### config.mk
export PLATFORM = sky130hd
export DESIGN_NAME = aska_npg_monitor
export DESIGN_NICKNAME = d
export VERILOG_FILES = /design/src/rtl/aska_npg_pkg.sv /design/src/rtl/aska_sat_counter.sv /design/src/rtl/aska_npg_monitor.sv
export SDC_FILE = /design/constraint.sdc
export NUM_CORES = 1
export LEC_CHECK = 0
export ABC_CLOCK_PERIOD_IN_PS = 2000
export CAP_MARGIN = 10
export CORE_MARGIN = 2
export CORE_UTILIZATION = 50
export CTS_CLUSTER_SIZE = 8
export DETAILED_ROUTE_END_ITERATION = 16
export GPL_TIMING_DRIVEN = 0
export HOLD_SLACK_MARGIN = 0.15
export MAX_ROUTING_LAYER = met4
export PLACE_DENSITY = 0.74
export SLEW_MARGIN = 30
export SYNTH_ARGS = -nofsm -noshare
export SYNTH_HDL_FRONTEND = slang
export SYNTH_SLANG_ARGS = --single-unit
### constraint.sdc
create_clock -name clk -period 2 [get_ports clk]
set_input_delay 0.2 -clock clk [delete_from_list [all_inputs] [get_ports clk]]
set_output_delay 0.2 -clock clk [all_outputs]
set_load 0.03 [all_outputs]
### src/rtl/aska_npg_pkg.sv
// Shared definitions for the neural pulse generator and its bus monitor.
// Holds the monitor FSM state encoding, default counter widths, the gap
// timeout and the H-bridge switch / DAC widths that the generator also uses.
package aska_npg_pkg;

    // Observed bus widths (shared with the generator).
    localparam int SW_W  = 4;
    localparam int DAC_W = 6;

    // Default monitor counter widths and gap limit.
    localparam int PH_W_DEF    = 4;
    localparam int PER_W_DEF   = 13;
    localparam int CNT_W_DEF   = 8;
    localparam int GAP_MAX_DEF = 15;

    // Monitor FSM encoding.
    typedef enum logic [1:0] {
        ST_REST = 2'd0,
        ST_POS  = 2'd1,
        ST_GAP  = 2'd2,
        ST_NEG  = 2'd3
    } npg_state_t;

endpackage

### src/rtl/aska_sat_counter.sv
// Saturating up-counter.
//   clk, resetn : clock, asynchronous active-low reset
//   clr         : synchronous clear to zero (highest priority)
//   load        : synchronous load of load_val
//   en          : increment, holding at all-ones once reached
//   count       : registered count
module aska_sat_counter #(
    parameter int W = 4
) (
    input  logic         clk,
    input  logic         resetn,
    input  logic         clr,
    input  logic         load,
    input  logic [W-1:0] load_val,
    input  logic         en,
    output logic [W-1:0] count
);

    always_ff @(posedge clk or negedge resetn) begin
        if (!resetn) begin
            count <= '0;
        end else if (clr) begin
            count <= '0;
        end else if (load) begin
            count <= load_val;
        end else if (en && (count != '1)) begin
            count <= count + W'(1);
        end
    end

endmodule

### src/rtl/aska_npg_monitor.sv
// Passive decoder of the H-bridge control bus of the neural pulse generator.
// Rebuilds each biphasic pulse (positive width, interphase gap, negative
// width, pulse period, DAC code) and raises sticky safety faults.
//   clk, resetn        : clock, asynchronous active-low reset
//   up_switches        : observed P-switch enables
//   down_switches      : observed N-switch enables
//   dac                : observed DAC code
//   clear              : synchronous clear of sticky faults, pulse_count,
//                        period_valid
//   pos/gap/neg_width  : cycle counts of the last reported pulse
//   pulse_dac          : DAC code on the last positive-phase cycle
//   period             : cycles between the last two pulse starts
//   period_valid       : period holds a real measurement
//   meas_valid         : one-cycle strobe, width outputs just updated
//   pulse_count        : completed pulses since reset/clear (saturating)
//   fault_*            : sticky fault flags
//   fsm_state          : debug view of the decoder FSM state
//
// Handshake: there is no back-pressure. meas_valid is a pure strobe that is
// high for exactly the one cycle in which the width/pulse_dac registers first
// show the new pulse; those registers then hold until the next strobe.
module aska_npg_monitor
    import aska_npg_pkg::*;
#(
    parameter int PH_W    = PH_W_DEF,
    parameter int PER_W   = PER_W_DEF,
    parameter int CNT_W   = CNT_W_DEF,
    parameter int GAP_MAX = GAP_MAX_DEF
) (
    input  logic             clk,
    input  logic             resetn,
    input  logic [SW_W-1:0]  up_switches,
    input  logic [SW_W-1:0]  down_switches,
    input  logic [DAC_W-1:0] dac,
    input  logic             clear,
    output logic [PH_W-1:0]  pos_width,
    output logic [PH_W-1:0]  gap_width,
    output logic [PH_W-1:0]  neg_width,
    output logic [DAC_W-1:0] pulse_dac,
    output logic [PER_W-1:0] period,
    output logic             period_valid,
    output logic             meas_valid,
    output logic [CNT_W-1:0] pulse_count,
    output logic             fault_short,
    output logic             fault_imbalance,
    output logic             fault_polarity,
    output logic             fault_gap_timeout,
    output logic [1:0]       fsm_state
);

    // The gap counter is compared before it increments, so the timeout fires
    // on the idle cycle that would bring it to GAP_MAX.
    localparam logic [PH_W-1:0] GAP_LAST = PH_W'(GAP_MAX - 1);

    npg_state_t       state;
    logic [SW_W-1:0]  up_pat, down_pat;   // positive-phase pattern
    logic [SW_W-1:0]  neg_up, neg_down;   // pattern seen on entering NEG
    logic [DAC_W-1:0] dac_hold;
    logic             has_start;          // a pulse start seen since reset/clear

    logic [PH_W-1:0]  pos_cnt, gap_cnt, neg_cnt;
    logic [PER_W-1:0] per_cnt;

    logic             act, pat_match, pat_swap, neg_hold;
    logic             start, done, gap_expire;
    logic             pos_en, gap_load, gap_en, neg_load, neg_en;
    logic [PH_W-1:0]  gap_load_val;
    logic             set_short, set_pol, set_imb;
    logic [PER_W-1:0] period_next;

    always_comb begin
        act        = (up_switches | down_switches) != '0;
        pat_match  = (up_switches == up_pat) && (down_switches == down_pat);
        pat_swap   = (up_switches == down_pat) && (down_switches == up_pat);
        neg_hold   = (up_switches == neg_up) && (down_switches == neg_down);

        start      = (state == ST_REST) && act;
        done       = (state == ST_NEG) && !act;
        gap_expire = (state == ST_GAP) && !act && (gap_cnt >= GAP_LAST);

        pos_en       = (state == ST_POS) && pat_match;
        // Leaving POS: an idle cycle opens a gap of 1, an immediate
        // reversal means there was no gap at all.
        gap_load     = (state == ST_POS) && !pat_match;
        gap_load_val = act ? '0 : PH_W'(1);
        gap_en       = (state == ST_GAP) && !act && !gap_expire;
        neg_load     = ((state == ST_POS) && act && !pat_match) ||
                       ((state == ST_GAP) && act);
        neg_en       = (state == ST_NEG) && act;

        set_short  = (up_switches & down_switches) != '0;
        set_pol    = ((state == ST_POS) && act && !pat_match && !pat_swap) ||
                     ((state == ST_GAP) && act && !pat_swap) ||
                     ((state == ST_NEG) && act && !neg_hold);
        set_imb    = done && (pos_cnt != neg_cnt);

        period_next = (per_cnt == '1) ? per_cnt : per_cnt + PER_W'(1);
    end

    aska_sat_counter #(.W(PH_W)) u_pos_cnt (
        .clk(clk), .resetn(resetn), .clr(1'b0), .load(start),
        .load_val(PH_W'(1)), .en(pos_en), .count(pos_cnt)
    );

    aska_sat_counter #(.W(PH_W)) u_gap_cnt (
        .clk(clk), .resetn(resetn), .clr(1'b0), .load(gap_load),
        .load_val(gap_load_val), .en(gap_en), .count(gap_cnt)
    );

    aska_sat_counter #(.W(PH_W)) u_neg_cnt (
        .clk(clk), .resetn(resetn), .clr(1'b0), .load(neg_load),
        .load_val(PH_W'(1)), .en(neg_en), .count(neg_cnt)
    );

    // Free-running; restarts at 0 on the cycle a pulse starts.
    aska_sat_counter #(.W(PER_W)) u_per_cnt (
        .clk(clk), .resetn(resetn), .clr(start), .load(1'b0),
        .load_val('0), .en(1'b1), .count(per_cnt)
    );

    aska_sat_counter #(.W(CNT_W)) u_pulse_cnt (
        .clk(clk), .resetn(resetn), .clr(clear), .load(1'b0),
        .load_val('0), .en(done), .count(pulse_count)
    );

    always_ff @(posedge clk or negedge resetn) begin
        if (!resetn) begin
            state             <= ST_REST;
            up_pat            <= '0;
            down_pat          <= '0;
            neg_up            <= '0;
            neg_down          <= '0;
            dac_hold          <= '0;
            has_start         <= 1'b0;
            pos_width         <= '0;
            gap_width         <= '0;
            neg_width         <= '0;
            pulse_dac         <= '0;
            period            <= '0;
            period_valid      <= 1'b0;
            meas_valid        <= 1'b0;
            fault_short       <= 1'b0;
            fault_imbalance   <= 1'b0;
            fault_polarity    <= 1'b0;
            fault_gap_timeout <= 1'b0;
        end else begin
            meas_valid <= done;

            // A fault condition in the clear cycle keeps the flag set.
            fault_short       <= set_short  | (fault_short       & ~clear);
            fault_imbalance   <= set_imb    | (fault_imbalance   & ~clear);
            fault_polarity    <= set_pol    | (fault_polarity    & ~clear);
            fault_gap_timeout <= gap_expire | (fault_gap_timeout & ~clear);

            if (clear) begin
                has_start    <= 1'b0;
                period_valid <= 1'b0;
            end
            // A start coinciding with clear counts as the first start.
            if (start) begin
                has_start <= 1'b1;
                if (has_start && !clear) begin
                    period       <= period_next;
                    period_valid <= 1'b1;
                end
            end

            if (start || pos_en) begin
                dac_hold <= dac;
            end

            if (done) begin
                pos_width <= pos_cnt;
                gap_width <= gap_cnt;
                neg_width <= neg_cnt;
                pulse_dac <= dac_hold;
            end

            case (state)
                ST_REST: begin
                    if (act) begin
                        state    <= ST_POS;
                        up_pat   <= up_switches;
                        down_pat <= down_switches;
                    end
                end
                ST_POS: begin
                    if (!act) begin
                        state <= ST_GAP;
                    end else if (!pat_match) begin
                        state    <= ST_NEG;
                        neg_up   <= up_switches;
                        neg_down <= down_switches;
                    end
                end
                ST_GAP: begin
                    if (act) begin
                        state    <= ST_NEG;
                        neg_up   <= up_switches;
                        neg_down <= down_switches;
                    end else if (gap_expire) begin
                        state <= ST_REST;
                    end
                end
                ST_NEG: begin
                    if (!act) begin
                        state <= ST_REST;
                    end
                end
                default: state <= ST_REST;
            endcase
        end
    end

    assign fsm_state = state;

endmodule

==> Yosys cells after proc, flatten, opt, wreduce, memory -nomap -nowiden <==
Cells that the tools add are included.
{ "totals": {"reg_bits": 95, "output_inout_bits": 47} }
{ "op_classes": {"addsub": 5, "order_cmp": 1, "eq_ne": 23, "mux": 32, "bitwise_logic": 11, "reduce_logical": 47} }
{ "ops": {"columns": ["op", "n"], "rows": [
  ["4-bit 2-to-1 mux", 12],
  ["13-bit 2-to-1 mux", 3],
  ["4-bit == test", 6],
  ["1-bit logical AND", 23],
  ["8-bit 2-to-1 mux", 2],
  ["4-bit one-hot mux with 2 select lines", 2],
  ["2-bit nonzero test", 7],
  ["13-bit by 1-bit adder with 13-bit output (second input constant)", 1],
  ["13-bit == test (second input constant)", 1],
  ["13-bit inequality test (second input constant)", 1],
  ["4-bit by 1-bit adder with 4-bit output (second input constant)", 3],
  ["2-bit 2-to-1 mux", 6],
  ["4-bit inequality test (second input constant)", 3],
  ["2-bit inequality test (second input constant)", 5],
  ["8-bit by 1-bit adder with 8-bit output (second input constant)", 1],
  ["8-bit inequality test (second input constant)", 1],
  ["2-bit one-hot mux with 4 select lines", 1],
  ["4-bit AND reduction", 2],
  ["4-bit nonzero test", 2],
  ["1-bit zero test", 6],
  ["1-bit 2-to-1 mux", 6],
  ["3-bit inequality test (second input constant)", 2],
  ["1-bit bitwise AND", 4],
  ["4-bit bitwise AND", 1],
  ["10 further kinds", 18]
]} }

==> Longest topological paths before layout <==
Gate-level depths: netlist of the first run.
{ "logic_depth": {"word_depth": 10, "depth_mapped": 9} }

==> By module <==
Synthesis of the first run repeated with hierarchy kept, for this count alone.
{ "hier_totals": {"cells_unflattened": 522, "area_unflattened_um2": 5442.7} }
{ "by_module_without_submodules": {"columns": ["mod", "instances", "cells_per_inst", "area_per_inst_um2", "seq_area_each_um2"], "rows": [
  ["aska_npg_monitor", 1, 281, 3231.8, 1551.5],
  ["aska_sat_counter at u_per_cnt", 1, 93, 840.8, 325.3],
  ["aska_sat_counter at u_gap_cnt ...", 3, 28, 257.7, 100.1],
  ["aska_sat_counter at u_pulse_cnt", 1, 64, 596.8, 200.2]
]} }

==> Worst setup path after synthesis of the first run <==
OpenSTA, ideal clock, no wires.
{ "synth_timing": {"path_type": "reg2reg", "start": "register down_pat[3]", "end": "register fault_polarity", "setup_ps": 126, "arrival_time_ps": 1674, "required_ps": 1874, "path_slack_ps": 199, "path_stages_with_launch": 7, "n_path_buf": 1, "cell_sequence": "dfrtp_1 xor2_1 nor4_2 a21oi_2 or2_1 buf_6 a221o_1"} }
{ "synth_via": {"elab_chain_cells": 8} }
{ "synth_lines": {"columns": ["item", "line_no", "source"], "rows": [
  ["start, declared", "aska_npg_monitor.sv:56", "logic [SW_W-1:0] up_pat, down_pat;"],
  ["start signal, assigned", "aska_npg_monitor.sv:184", "down_pat <= down_switches;"],
  ["4-bit == test", "aska_npg_monitor.sv:73", "pat_match = (up_switches == up_pat) && (down_switches == down_pat);"],
  ["1-bit logical AND", "aska_npg_monitor.sv:73", null],
  ["1-bit zero test", null, null],
  ["1-bit logical AND (2 in a row)", "aska_npg_monitor.sv:92", "set_pol = ((state == ST_POS) && act && !pat_match && !pat_swap) ||"],
  ["1-bit logical OR *", "aska_npg_monitor.sv:92", null],
  ["1-bit logical OR *", "aska_npg_monitor.sv:93", "((state == ST_GAP) && act && !pat_swap) ||"],
  ["1-bit bitwise OR *", "aska_npg_monitor.sv:152", "fault_polarity <= set_pol | (fault_polarity & ~clear);"],
  ["end signal, assigned", "aska_npg_monitor.sv:152", null],
  ["end, declared", "aska_npg_monitor.sv:46", "output logic fault_polarity,"]
]} }
Mark *: on every way between the ends. The rest lies on a longest branch, timed or not.
A chain may end at the register's enable or synchronous reset.

==> Final worst setup path of the first run <==
Same ends and word-level chain as after synthesis.

==> results_dict.tcl, run 1 <==
set metrics [dict create \
    status "finished clean" \
    setup.worst_path.start_class "flop" \
    layout.cells.most_common_list "dfrtp_1, nand2_1, clkdlybuf4s50_1" \
    cp-end-kind "flop" \
    grt_most_used_layer "met2" \
    critical_path.cell_chain "xor2_1, nor4_4, a21oi_4, or2_1, buf_6, a221o_1" \
    routed-via-count 3196 \
    crit_fanout 10 \
    tightest_slew_ps 594 \
    yosysSeqAreaShare_pct 53.6 \
    combinationalPowerShare_pct 16.3 \
    design.final.nets 504 \
    synth_cell_types 54 \
    top_level_ports 64 \
    finish_stage_setup_viols 0 \
    portBuffers 54 \
    finalWeightedCongestion 0.903 \
    grt.total_usage_pct 19.5 \
    grt_antenna_before_repair 0 \
    finalHoldViolations 0 \
    critPathRequiredTime_ps 2240 \
    powerDensity_nw_per_um2 800 \
    rows 34 \
    setup.worst_path.class "flop to flop" \
    core-area_um2 8680 \
    die_w_um 98.2 \
    cap_violations 0 \
    power.net_switching_w 0.00126 \
    synth-async-reset-ratio_pct 100 \
    hold_path.class "primary input to flop" \
    synthesized_netlist_cell_count 408 \
    power.share.switching_pct 28.6 \
    clock_insertion_delay_worst_skew_ps 360 \
    initial_core_utilization_pct 51.2 \
    grt-ovfl-total 0 \
    unrepaired_setup_endpoints_after_global_routing "false" \
    global_route.usage.met2_pct 30.5 \
    power.internal_w 0.00313 \
    insertedDiodeCount 0 \
    drt-pass1-iter-count 4 \
    vias_in_the_first_global_route 3130 \
    drt-initial-drc-count 120 \
    yosys_register_bits 95 \
    mappedNetlistNets 431 \
    cp_slowest_cell "dfrtp_1" \
    grt_start_max_net_pins 50 \
    met3_usage_pct 4.08 \
    routed_wirelength_um 8820 \
    synth_warnings 0 \
    fp.dieArea_um2 9650 \
    power.leakage_nw 2.50 \
    timing.slew.headroom_pct 60.3 \
    clock_sinks 95 \
    period_minus_slack_ps 1910 \
    synthesis.area_um2 4440 \
    area_growth_syn_to_layout_pct 23.6 \
    drive_gt1_share_pct 14.4 \
    clock_power_share_pct 31.9 \
    syn-mean-instance-area_um2 10.9 \
    drtAntennaViolNets 0 \
    clk_pin_slew_ps 100 \
    clock.fmax_mhz 523 \
    cts_root_buf "clkbuf_8" \
    register_area_um2 2380 \
    final.period_utilization_pct 95.5 \
    final_util_pct 63.2 \
    number_of_buffers_added_by_the_clock_tree_synthesis_step 9 \
    timing.final.max_slew_violations 0 \
    drc 0 \
    worst_path_largest_cell_delay_ps 420 \
    ir_worst_vdd_v 0.000582 \
    global_route_wire_length_before_repair_um 14800 \
    post_cts_buffers 0 \
    layout.cells.most_common "dfrtp_1" \
    vias_per_cell 5.38 \
    fp.dieH_um 98.2 \
    final.fill_count 735 \
    cts_max_path_buffers 2 \
    total_power_w 0.00439 \
    post_drt_wl_per_cell_um 14.8 \
    tritoncts "yes" \
    post_placement_cell_count 571 \
    power_frac_seq_pct 51.8 \
    multiInputGateArea_um2 1950 \
    totalNegativeSetupSlack_ps 0 \
    ys.flop_type "dfrtp_1" \
    holdWs_ps 172 \
    synth_edf_count 0 \
    instances_no_fill 594 \
    h-tree-depth 3 \
    global_route.usage.met1_pct 26.1 \
    timing.critical_path.arrival_ps 2150 \
    clock-skew-final_ps 8.12 \
    post-dp-hpwl_um 6070 \
]
## synthesized netlist by cell type, types with 2 or more instances
| cell type | n | area, µm² |
|---|---|---|
| o21ai_1 | 2 | 10.0 |
| a32o_1 | 2 | 20.0 |
| nor4_1 | 5 | 31.3 |
| o21ai_0 | 24 | 120 |
| buf_4 | 2 | 15.0 |
| xnor2_1 | 14 | 123 |
| and2_1 | 2 | 12.5 |
| nor4b_1 | 2 | 17.5 |
| a21oi_2 | 2 | 17.5 |
| ha_1 | 6 | 75.1 |
| mux2i_1 | 6 | 60.1 |
| nor4_2 | 2 | 25.0 |
| and4_1 | 2 | 17.5 |
| nand3_1 | 12 | 60.1 |
| a21oi_1 | 8 | 40.0 |
| dfrtp_1 | 95 | 2380 |
| and3_1 | 5 | 31.3 |
| a211oi_1 | 4 | 30.0 |
| mux2_2 | 21 | 236 |
| nor3_1 | 6 | 30.0 |
| buf_2 | 8 | 40.0 |
| nor2_2 | 2 | 12.5 |
| nor4_4 | 2 | 42.5 |
| buf_6 | 4 | 45.0 |
| nor2_1 | 28 | 105 |
| nand4_1 | 4 | 25.0 |
| a22o_1 | 10 | 87.6 |
| xor2_1 | 30 | 263 |
| clkbuf_1 | 6 | 22.5 |
| nand2_1 | 57 | 214 |
| o31ai_1 | 2 | 15.0 |
| inv_1 | 11 | 41.3 |
## through the flow
stage          setup slack (ps)  cell area [µm²]
5_1_grt                    6.86             5490
4_1_cts                    11.8             5460
3_5_place_dp              -42.2             5140
6_report                   89.6             5490
3_3_place_gp              -2700             5110
2_1_floorplan               199             4440
## per-layer routing
layer | wire length [µm] | share of wire, %
met2 | 4240 | 48
met1 | 4120 | 47
met5 | 0 | 0
met4 | 102 | 1.2
met3 | 357 | 4.0
## registers in the layout, indices dropped and copies added (netlist names), 6 cells and up
register,count
u_pulse_cnt.count,8
period,13
u_per_cnt.count,13
dac_hold,6
pulse_dac,6
## critical path, delay by kind of cell, from the launching register on
| family | cells | cell delay, ps |
|---|---|---|
| simple gates | 2 | 610 |
| compound gates | 2 | 440 |
| flops | 1 | 420 |
| xor+xnor | 1 | 170 |
| buf+inv | 1 | 140 |
## cells by family (layout without fill, tap and decap cells)
logic type      Yosys count  count (layout)  synth area share (%)
compound gates           67              67                  10.3
xor+xnor                 44              44                  8.68
fa+ha+maj                 6               6                  1.69
buf+inv                  32             110                  3.78
flops                    95              95                  53.6
mux                      27              27                  6.68
simple gates            137             137                  15.4
## path summary, 6_finish.rpt
check | start | end | slack (ps) | cells past startpoint
hold reg to reg | period[1] | period[1] | 490 | 2
hold / removal | up_switches[2] | up_pat[2] | 170 | 3
min in group asynchronous | resetn | period[6] | 340 | 2
setup / recovery | down_pat[3] | fault_polarity | 90 | 6
setup reg to reg | down_pat[3] | fault_polarity | 90 | 6
max in group asynchronous | resetn | neg_down[0] | 1080 | 3
## area by class of cell
| type | count | share of cell area [%] |
|---|---|---|
| buffer | 20 | 2.28 |
| clock buffer | 9 | 2.26 |
| clock inverter | 7 | 1.73 |
| inverter | 12 | 0.821 |
| multi-input combinational | 281 | 35.5 |
| sequential | 95 | 43.3 |
| tap | 108 | 2.46 |
| timing repair buffer | 62 | 11.6 |
## power groups by stage
stage | logic (W) | registers [W] | clock network [W]
finish | 0.000714 | 0.00227 | 0.00140
floorplan | 0.000434 | 0.00232 | 0
global placement | 0.000653 | 0.00230 | 0
CTS | 0.000706 | 0.00228 | 0.00144
global route | 0.000795 | 0.00231 | 0.00153
detailed placement | 0.000687 | 0.00231 | 0
## repair_timing
| action | 4_1_cts | 5_1_grt |
|---|---|---|
| pin swaps | 2 | 3 |
| hold buffers | 7 | 0 |
| hold endpoints to repair | 57 | 0 |
| endpoints found under the setup margin | 14 | 28 |
| resized for setup | 4 | 8 |
Power figures use the tool's default switching activity.
==> inputs of run 2 (changes only) <==
- CORE_UTILIZATION: 50 -> 38
- CTS_CLUSTER_SIZE: 8 -> default
- PLACE_DENSITY: 0.74 -> default
- TNS_END_PERCENT: default -> 30
==> run 2 against run 1 <==
Against the previous run: sequential power about the same; worst hold slack lost 18 ps; fmax fell by 2.3%; highest routed layer unchanged; clock skew increased by 1.9 ps; routed wire length grew 2.4%; design area is 1.7% higher; die area rose by 30%; combinational power is 2.9% lower; first-iteration DRC count grew 13%; sequential cell count stayed put.
==> results_dict.tcl, run 2 (same netlist as run 1, synthesis figures left out) <==
set metrics [dict create \
    status "finished clean" \
    grt_antenna_before_repair 0 \
    rows 39 \
    final.period_utilization_pct 97.8 \
    power.leakage_nw 2.52 \
    drt-initial-drc-count 135 \
    finalHoldViolations 0 \
    clock_insertion_delay_worst_skew_ps 340 \
    met3_wirelength_um 292 \
    initial_core_utilization_pct 38.9 \
    timing.reg2reg.setup_slack_ps 40 \
    clock-skew-final_ps 10.0 \
    routed_wirelength_um 9030 \
    fp.dieH_um 112 \
    power.share.switching_pct 27.6 \
    die_w_um 112 \
    power.internal_w 0.00340 \
    cts_max_path_buffers 2 \
    vias_per_cell 5.10 \
    grt-ovfl-total 0 \
    critPathRequiredTime_ps 2220 \
    cap_violations 0 \
    powerDensity_nw_per_um2 843 \
    power_frac_seq_pct 48.4 \
    setup.worst_path.class "flop to flop" \
    cp-end-kind "flop" \
    vias_in_the_first_global_route 3157 \
    unrepaired_setup_endpoints_after_global_routing "true" \
    route.met2.wl_um 4260 \
    totalNegativeSetupSlack_ps 0 \
    setup.worst_path.start_class "flop" \
    tritoncts "yes" \
    timing.final.max_slew_violations 0 \
    insertedDiodeCount 0 \
    clock_power_share_pct 36.8 \
    cp_slowest_cell "dfrtp_1" \
    core-area_um2 11400 \
    design.final.nets 500 \
    startpoint "down_pat[3]" \
    timing.critical_path.arrival_ps 2180 \
    whs_path_depth 3 \
    critical_path.cell_chain "xor2_1, nor4_4, a21oi_4, or2_1, buf_6, a221o_1" \
    global_route_wire_length_before_repair_um 15400 \
    finalWeightedCongestion 0.813 \
    cts_root_buf "clkbuf_16" \
    clk_pin_slew_ps 70 \
    routed-via-count 3186 \
    post-route-worst-setup-slack_ps 44.4 \
    crit_fanout 10 \
    fp.dieArea_um2 12600 \
    drt-pass1-iter-count 4 \
    m1WireLength_um 4370 \
    tightest_slew_ps 645 \
    regToRegStartpoint "down_pat[3]" \
    worstRegToRegCells 6 \
    portBuffers 54 \
    top_level_ports 64 \
    ir_worst_vdd_v 0.000452 \
    final.fill_count 1074 \
    dp_worst_setup_slack_ps -80.6 \
    clock_sinks 95 \
    grt_start_max_net_pins 53 \
    final_util_pct 48.9 \
    area_growth_syn_to_layout_pct 25.7 \
    post_drt_wl_per_cell_um 14.4 \
    drive_gt1_share_pct 14.5 \
    power.net_switching_w 0.00130 \
    post-dp-hpwl_um 6420 \
    worst_r2r_endpoint "fault_polarity" \
    registers_with_the_most_flip_flops "period: 13 flops, u_per_cnt.count: 13 flops, u_pulse_cnt.count: 8 flops" \
    h-tree-depth 3 \
    combinationalPowerShare_pct 14.7 \
    drc 0 \
    drtAntennaViolNets 0 \
    critPathCapture "fault_polarity" \
    total_power_w 0.00470 \
    hold_path.class "primary input to flop" \
    instances_no_fill 625 \
    layout.cells.most_common_list "dfrtp_1, nand2_1, clkdlybuf4s50_1" \
    number_of_buffers_added_by_the_clock_tree_synthesis_step 9 \
    grt.total_usage_pct 15.6 \
    period_minus_slack_ps 1960 \
    layout.cells.most_common "dfrtp_1" \
    timing.slew.headroom_pct 56.9 \
    highest_layer "met4" \
    post_placement_cell_count 606 \
    finish_stage_setup_viols 0 \
    worst_path_largest_cell_delay_ps 410 \
    clock.fmax_mhz 511 \
]
[run 2: area by class of cell]
type,instances,area (µm²),area share (%)
flip-flops and latches,95,2380,42.6
well taps,143,179,3.21
repair buffers,58,599,10.7
clock buffers,9,225,4.04
plain buffers,20,128,2.29
clock inverters,7,78.8,1.41
inverters,12,45.0,0.807
multi-input cells,281,1950,34.9
[run 2: worst max-delay path, delay by kind of cell, from the launching register on]
kind            cells  cell delay, ps
xor+xnor            1             180
buf+inv             1             140
compound gates      2             450
simple gates        2             660
flops               1             410
[run 2: worst min path at each step]
stage	slack (ps)	to	startpoint
2_1_floorplan	-100	dac_hold[0]	resetn
3_3_place_gp	450	down_pat[3]	down_switches[3]
3_5_place_dp	150	period[6]	resetn
4_1_cts	150	fault_short	down_switches[2]
5_1_grt	170	fault_short	down_switches[2]
6_report	150	fault_short	down_switches[2]
[run 2: what timing repair did]
action	CTS	global route
pin swaps	0	1
endpoints found under the setup margin	16	31
hold endpoints to repair	46	0
hold buffers	3	0
resized for setup	2	11
buffers inserted	0	0
[run 2: metrics by stage]
step | cell area (µm²) | hold WS [ps]
6_report | 5580 | 155
5_1_grt | 5580 | 167
4_1_cts | 5530 | 154
3_5_place_dp | 5190 | 146
3_3_place_gp | 5160 | 455
2_1_floorplan | 4440 | -95.6
[run 2: power groups by stage]
stage	Combinational, W	Clock, W	Sequential [W]
after floorplan	0.000434	0	0.00232
after global placement	0.000657	0	0.00231
after detailed placement	0.000684	0	0.00231
after CTS	0.000693	0.00179	0.00228
after global routing	0.000780	0.00187	0.00231
final	0.000693	0.00173	0.00228
[run 2: routing by layer]
| metal | GRT usage [%] | up-vias |
|---|---|---|
| li1 | - | 1553 |
| met1 | 20.5 | 1578 |
| met2 | 24.8 | 47 |
| met3 | 3.24 | 8 |
| met4 | 4.15 | 0 |
| met5 | - | - |
